**config.mk**
```make
export PLATFORM = sky130hd
export DESIGN_NAME = ps2_host_rx
export DESIGN_NICKNAME = d
export VERILOG_FILES = /design/src/rtl/ps2_pkg.sv /design/src/rtl/ps2_rx_fifo.sv /design/src/rtl/ps2_host_rx.sv
export SDC_FILE = /design/constraint.sdc
export NUM_CORES = 1
export LEC_CHECK = 0
export CORE_MARGIN = 2
export CORE_UTILIZATION = 43
export DETAILED_ROUTE_END_ITERATION = 16
export GPL_ROUTABILITY_DRIVEN = 0
export PLACE_DENSITY = 0.64
export SLEW_MARGIN = 40
export SYNTH_ARGS = -nofsm -noshare
export SYNTH_HDL_FRONTEND = slang
export SYNTH_SLANG_ARGS = --single-unit
```
**constraint.sdc**
```tcl
create_clock -name clk_sys -period 12.8 [get_ports clk_sys]
set_input_delay 3.84 -clock clk_sys [delete_from_list [all_inputs] [get_ports clk_sys]]
set_output_delay 3.84 -clock clk_sys [all_outputs]
set_load 0.05 [all_outputs]
```
**src/rtl/ps2_pkg.sv**
```systemverilog
// Shared PS/2 receive definitions: FSM states, scancode prefixes, frame length.
package ps2_pkg;

  typedef enum logic [1:0] {IDLE, DATA, PARITY, STOP} ps2_state_e;

  localparam logic [7:0] PS2_PREFIX_EXT = 8'hE0;
  localparam logic [7:0] PS2_PREFIX_REL = 8'hF0;
  localparam int         PS2_FRAME_BITS = 11;

endpackage

```
**src/rtl/ps2_rx_fifo.sv**
```systemverilog
// Generic show-ahead FIFO with level output; rdata_o always shows mem[rptr].
module ps2_rx_fifo #(
  parameter int AW = 3,
  parameter int DW = 8
) (
  input  logic          clk_sys,
  input  logic          reset,
  input  logic          push_i,
  input  logic [DW-1:0] wdata_i,
  input  logic          pop_i,
  output logic [DW-1:0] rdata_o,
  output logic          valid_o,
  output logic          full_o,
  output logic [AW:0]   level_o
);

  localparam int DEPTH = 1 << AW;

  logic [DW-1:0] mem_q [DEPTH];
  logic [AW:0]   wptr_q, rptr_q;
  logic          push_ok, pop_ok;

  assign level_o = wptr_q - rptr_q;
  assign valid_o = (level_o != '0);
  assign full_o  = level_o[AW];
  assign rdata_o = mem_q[rptr_q[AW-1:0]];

  // A pop in the same cycle frees the slot, so a push while full is still taken.
  assign pop_ok  = pop_i & valid_o;
  assign push_ok = push_i & (~full_o | pop_ok);

  always_ff @(posedge clk_sys or posedge reset) begin
    if (reset) begin
      wptr_q <= '0;
      rptr_q <= '0;
      for (int i = 0; i < DEPTH; i++) mem_q[i] <= '0;
    end else begin
      if (push_ok) begin
        mem_q[wptr_q[AW-1:0]] <= wdata_i;
        wptr_q <= wptr_q + 1'b1;
      end
      if (pop_ok) rptr_q <= rptr_q + 1'b1;
    end
  end

endmodule

```
**src/rtl/ps2_host_rx.sv**
```systemverilog
// PS/2 host receiver: sync + frame FSM + watchdog + show-ahead FIFO.
// Optional scancode decoder on the FIFO output: define PS2_HOST_RX_SCANCODE_EN.
module ps2_host_rx
  import ps2_pkg::*;
#(
  parameter int FIFO_BITS = 3,
  parameter int PS2DIV    = 1000,
  parameter int TIMEOUT   = 8 * PS2DIV
) (
  input  logic               clk_sys,
  input  logic               reset,
  input  logic               ps2_clk,
  input  logic               ps2_data,
  output logic [7:0]         rx_data,
  output logic               rx_valid,
  input  logic               rx_ready,
  output logic               rx_err_parity,
  output logic               rx_err_frame,
  output logic               rx_overflow,
`ifdef PS2_HOST_RX_SCANCODE_EN
  output logic [7:0]         key_code,
  output logic               key_ext,
  output logic               key_release,
  output logic               key_strobe,
`endif
  output logic [FIFO_BITS:0] fifo_level
);

  localparam int DATA_BITS = PS2_FRAME_BITS - 3;
  localparam int WDW       = $clog2(TIMEOUT + 1);

  logic       c1_q, c2_q, cp_q, d1_q, d2_q;
  logic       fe, din;
  ps2_state_e state_q, state_d;
  logic [2:0] bit_q, bit_d;
  logic [7:0] sh_q, sh_d;
  logic       acc_q, acc_d, pok_q, pok_d;
  logic [WDW-1:0] wd_q, wd_d;
  logic       push, pop, full;
  logic       perr_q, perr_d, ferr_q, ferr_d, ovf_q, ovf_d;

  assign fe  = cp_q & ~c2_q;
  assign din = d2_q;

  always_ff @(posedge clk_sys or posedge reset) begin
    if (reset) begin
      c1_q <= 1'b1; c2_q <= 1'b1; cp_q <= 1'b1;
      d1_q <= 1'b1; d2_q <= 1'b1;
    end else begin
      c1_q <= ps2_clk;  c2_q <= c1_q; cp_q <= c2_q;
      d1_q <= ps2_data; d2_q <= d1_q;
    end
  end

  always_comb begin
    state_d = state_q;
    bit_d   = bit_q;
    sh_d    = sh_q;
    acc_d   = acc_q;
    pok_d   = pok_q;
    wd_d    = (state_q == IDLE || fe) ? '0 : wd_q + 1'b1;
    push    = 1'b0;
    perr_d  = 1'b0;
    ferr_d  = 1'b0;
    if (state_q != IDLE && wd_q == WDW'(TIMEOUT)) begin
      state_d = IDLE;
      ferr_d  = 1'b1;
    end else if (fe) begin
      case (state_q)
        IDLE: if (!din) begin
          state_d = DATA;
          bit_d   = '0;
          sh_d    = '0;
          acc_d   = 1'b0;
        end
        DATA: begin
          sh_d  = {din, sh_q[7:1]};
          acc_d = acc_q ^ din;
          bit_d = bit_q + 3'd1;
          if (bit_q == 3'(DATA_BITS - 1)) state_d = PARITY;
        end
        PARITY: begin
          pok_d   = acc_q ^ din;
          state_d = STOP;
        end
        STOP: begin
          state_d = IDLE;
          if (!din)       ferr_d = 1'b1;
          else if (!pok_q) perr_d = 1'b1;
          else            push   = 1'b1;
        end
        default: state_d = IDLE;
      endcase
    end
  end

  assign ovf_d = push & full & ~pop;

  always_ff @(posedge clk_sys or posedge reset) begin
    if (reset) begin
      state_q <= IDLE;
      bit_q   <= '0;
      sh_q    <= '0;
      acc_q   <= 1'b0;
      pok_q   <= 1'b0;
      wd_q    <= '0;
      perr_q  <= 1'b0;
      ferr_q  <= 1'b0;
      ovf_q   <= 1'b0;
    end else begin
      state_q <= state_d;
      bit_q   <= bit_d;
      sh_q    <= sh_d;
      acc_q   <= acc_d;
      pok_q   <= pok_d;
      wd_q    <= wd_d;
      perr_q  <= perr_d;
      ferr_q  <= ferr_d;
      ovf_q   <= ovf_d;
    end
  end

  assign rx_err_parity = perr_q;
  assign rx_err_frame  = ferr_q;
  assign rx_overflow   = ovf_q;

  ps2_rx_fifo #(.AW(FIFO_BITS), .DW(8)) u_fifo (
    .clk_sys (clk_sys),
    .reset   (reset),
    .push_i  (push),
    .wdata_i (sh_q),
    .pop_i   (pop),
    .rdata_o (rx_data),
    .valid_o (rx_valid),
    .full_o  (full),
    .level_o (fifo_level)
  );

`ifdef PS2_HOST_RX_SCANCODE_EN
  logic       ext_q, rel_q, kext_q, krel_q, kstb_q;
  logic [7:0] kcode_q;
  logic       unused_rdy;

  assign unused_rdy = rx_ready;
  assign pop        = rx_valid;

  // Prefix bytes only arm flags; the next plain byte carries them out.
  always_ff @(posedge clk_sys or posedge reset) begin
    if (reset) begin
      ext_q <= 1'b0; rel_q <= 1'b0;
      kcode_q <= '0; kext_q <= 1'b0; krel_q <= 1'b0; kstb_q <= 1'b0;
    end else begin
      kstb_q <= 1'b0;
      if (pop) begin
        if (rx_data == PS2_PREFIX_EXT)      ext_q <= 1'b1;
        else if (rx_data == PS2_PREFIX_REL) rel_q <= 1'b1;
        else begin
          kcode_q <= rx_data;
          kext_q  <= ext_q;
          krel_q  <= rel_q;
          kstb_q  <= 1'b1;
          ext_q   <= 1'b0;
          rel_q   <= 1'b0;
        end
      end
    end
  end

  assign key_code    = kcode_q;
  assign key_ext     = kext_q;
  assign key_release = krel_q;
  assign key_strobe  = kstb_q;
`else
  assign pop = rx_valid & rx_ready;
`endif

endmodule
```
==> impl_metrics.ini <==
[yosys]
postSynthCellCount = 389
synthArstFlopShare = 1.000
syn-num-nets = 408
yosysTopAreaCell = dfrtp_1
synth_ff_type = dfrtp_1
synth_edf_count = 0
synth_seq_cells = 108
synthTopCellsByArea = dfrtp_1 50%, mux2_2 13%, mux4_2 7.0%
synth.distinct_cells = 51
synth_top_area_frac = 0.5017
yosys_warnings = 0
ys_seq_area_frac = 0.5273
synthesis.area_mm2 = 0.005137
synth_area_per_cell_um2 = 13.21

[sta]
hold_viol = 0
worst_pin_slew_ns = 0.8531
setup_viol = 0
timing.final.ws_setup_ns = 5.571
relSlewSlack = 0.4288
period_share = 0.5648
min_period_ns = 7.229
rsz0062_at_grt = no
drv_slew = 0
finClkSkew_ns = 0.01247
fmax_mhz = 138.3
setup_tns_ns = 0

[setup_path]
crit_path_cell_trace = clkinv_1 -> ha_1 -> xnor2_1 -> or3_1 -> or3_1 -> clkdlybuf4s50_1
cp_max_fo = 11
cp_slowest_cell = clkdlybuf4s50_1
path_common_cell = or3_1
critPathArrivalTime_ns = 3.39
crit_path_max_incr_delay_ns = 0.72
cp-end-kind = primary output
critPathLaunchType = flop
cp_data_required_time_ns = 8.96
crit_type = reg -> out

[floorplan]
die-area_mm2 = 0.01284
chipWidth_um = 113.3
rows = 39
core-area_mm2 = 0.01152
die_h_um = 113.3
io_pins = 21
start_util = 0.4461

[power]
vdd_drop_max_v = 0.00008303
power_frac_seq = 0.439
clockPowerShare = 0.273
sw_frac_of_total = 0.3666
power.density_mw_per_mm2 = 173.2
power.internal_mw = 0.6308
total_power_mw = 0.9959
p_comb_frac = 0.288
p_leak_nw = 2.715
switching_power_mw = 0.3651

[global_route]
antenna_found_initial = 0
grt_max_degree = 87
grt_overflow = 0
first_global_vias = 3146
grt_pass1_wl_um = 16440
grt.total_usage = 0.1675

[routing]
drc = 0
viasPerCell = 5.560
first_iter_violations = 193
firstDrtPassIters = 4
detail_route.wl_per_cell_um = 17.89
routed_wl_um = 9838
vias = 3058
ant_nets = 0

[clock_network]
post_cts_resized = 0
cts_max_level = 3
clk_path_buf_depth = 2
cts_hold_buf = 0
cts_tree = done
worstSkewPairLatency_ns = 0.35
root_buffer = clkbuf_16
cts_setup_buffers = 0
cts_buffers = 9
cts_sinks = 108
cts.reportedPaths.clkPinSlew_ns = 0.08

[layout]
n_antenna_cell = 0
drive_gt1_frac = 0.3022
syn2layout_area_growth_pct = 11.93
fin_nets = 421

[place]
dp_slack_ns = 5.942
hpwl_um = 6473
io_buffers = 20

[flow_run]
drv_cap = 0

[worst_hold_path]
hold_path_class = reg -> reg

[status]
outcome = completed
stage by stage:
step / cells / cell area, um2 / hold WS (ns) / utilization
finish: 550 / 5751 / 0.3571 / 0.4993
detailed placement: 534 / 5454 / 0.3478 / 0.4736
global route: 550 / 5751 / 0.3615 / 0.4993
floorplan: 389 / 5137 / 0.3452 / -
global placement: 534 / 5445 / 0.3463 / 0.4728
CTS: 550 / 5748 / 0.3585 / 0.4991
cells by family after synthesis:
family / count (synthesis) / synth area share
xor gates and xnor gates: 18 / 0.03069
and+or+nand+nor: 100 / 0.1128
DFF: 108 / 0.5273
adders and majority gates: 14 / 0.03556
buffers and inverters: 35 / 0.02898
muxes: 84 / 0.2248
AOI/OAI and AO/OA: 30 / 0.03994
cells in the mapped netlist (all sizes together), types with 2 or more instances:
cell,count
o21ai,6
dfstp,5
nor4b,2
nor2,17
nand3,7
nand2,34
nand4,10
or3,6
inv,13
dfrtp,103
buf,14
nor4,2
a22o,9
nand3b,2
mux2,67
ha,13
nor3,6
clkbuf,7
and3,3
o31ai,2
mux4,16
xnor2,9
a21oi,8
xor2,9
or2,2
final cells by class:
| cell class | instances | area, um2 |
|---|---|---|
| clock inverters | 7 | 68.82 |
| well taps | 143 | 178.9 |
| clock buffers | 9 | 225.2 |
| repair buffers | 23 | 229.0 |
| inverters | 14 | 55.05 |
| multi-input cells | 246 | 2283 |
| fillers | 1009 | 5766 |
| flip-flops and latches | 108 | 2710 |
placed cells by master (no fill, tap or decap), types with 2 or more instances in the layout:
master,netlist,routed
ha_1,13,13
inv_6,0,2
nand3b_1,2,2
nand4_2,2,2
nor3_1,6,6
and3_1,3,3
xnor2_1,9,9
nand4_1,7,7
or2_2,2,2
o31ai_1,2,2
dfrtp_1,103,102
nand3_1,5,5
nand3_2,2,2
mux2_2,59,59
inv_1,13,12
buf_4,1,2
or3_1,5,5
nand2_1,34,34
a22o_1,9,9
clkdlybuf4s50_1,0,20
xor2_1,9,9
dfstp_2,5,5
o21ai_0,6,6
mux4_2,16,16
nor4_2,2,2
clkinvlp_4,0,2
nor2_1,17,17
clkbuf_16,0,9
a21oi_1,8,8
mux2_4,8,8
critical path, delay by kind of cell (launching register included):
kind                     cells  cell delay (ns)
adder cells (fa/ha/maj)      1             0.45
buffers and inverters        2             1.11
flip-flops                   1             0.59
AND/OR/NAND/NOR              2             0.72
XOR/XNOR                     1             0.16
final timing paths:
path	startpoint	endpoint	slack, ns	depth (start not counted)
max in group asynchronous	reset	u_fifo.rptr_q[1]	7.97	3
hold reg to reg	d1_q	d2_q	0.36	0
setup / recovery	u_fifo.rptr_q[2]	rx_valid	5.57	6
setup reg to reg	u_fifo.rptr_q[2]	u_fifo.mem_q[45]	9.18	7
min in group asynchronous	reset	sh_q[1]	3.79	2
hold / removal	d1_q	d2_q	0.36	0
flip-flops by register name (all words and copies together) (netlist names):
signal	count
d1_q	1
c1_q	1
bit_q	3
rx_err_parity	1
rx_overflow	1
state_q	2
wd_q	13
d2_q	1
c2_q	1
u_fifo.mem_q	64
rx_err_frame	1
u_fifo.wptr_q	4
acc_q	1
sh_q	8
pok_q	1
cp_q	1
u_fifo.rptr_q	4
power by group through the flow:
stage	logic, mW	clock network (mW)	registers (mW)
2_1_floorplan	0.255	0	0.404
3_3_place_gp	0.284	0	0.440
3_5_place_dp	0.291	0	0.444
4_1_cts	0.291	0.280	0.437
5_1_grt	0.315	0.292	0.445
6_report	0.287	0.272	0.437
per-layer routing:
metal,vias to the layer above,part of all wire,global-route usage,wire length [um]
met5,-,0,0,0
met4,0,0.022,0.07724,220
met3,19,0.034,0.04178,337
met2,47,0.48,0.2699,4761
met1,1581,0.46,0.2143,4519
li1,1411,-,-,-
Power figures use the tool's default switching activity.
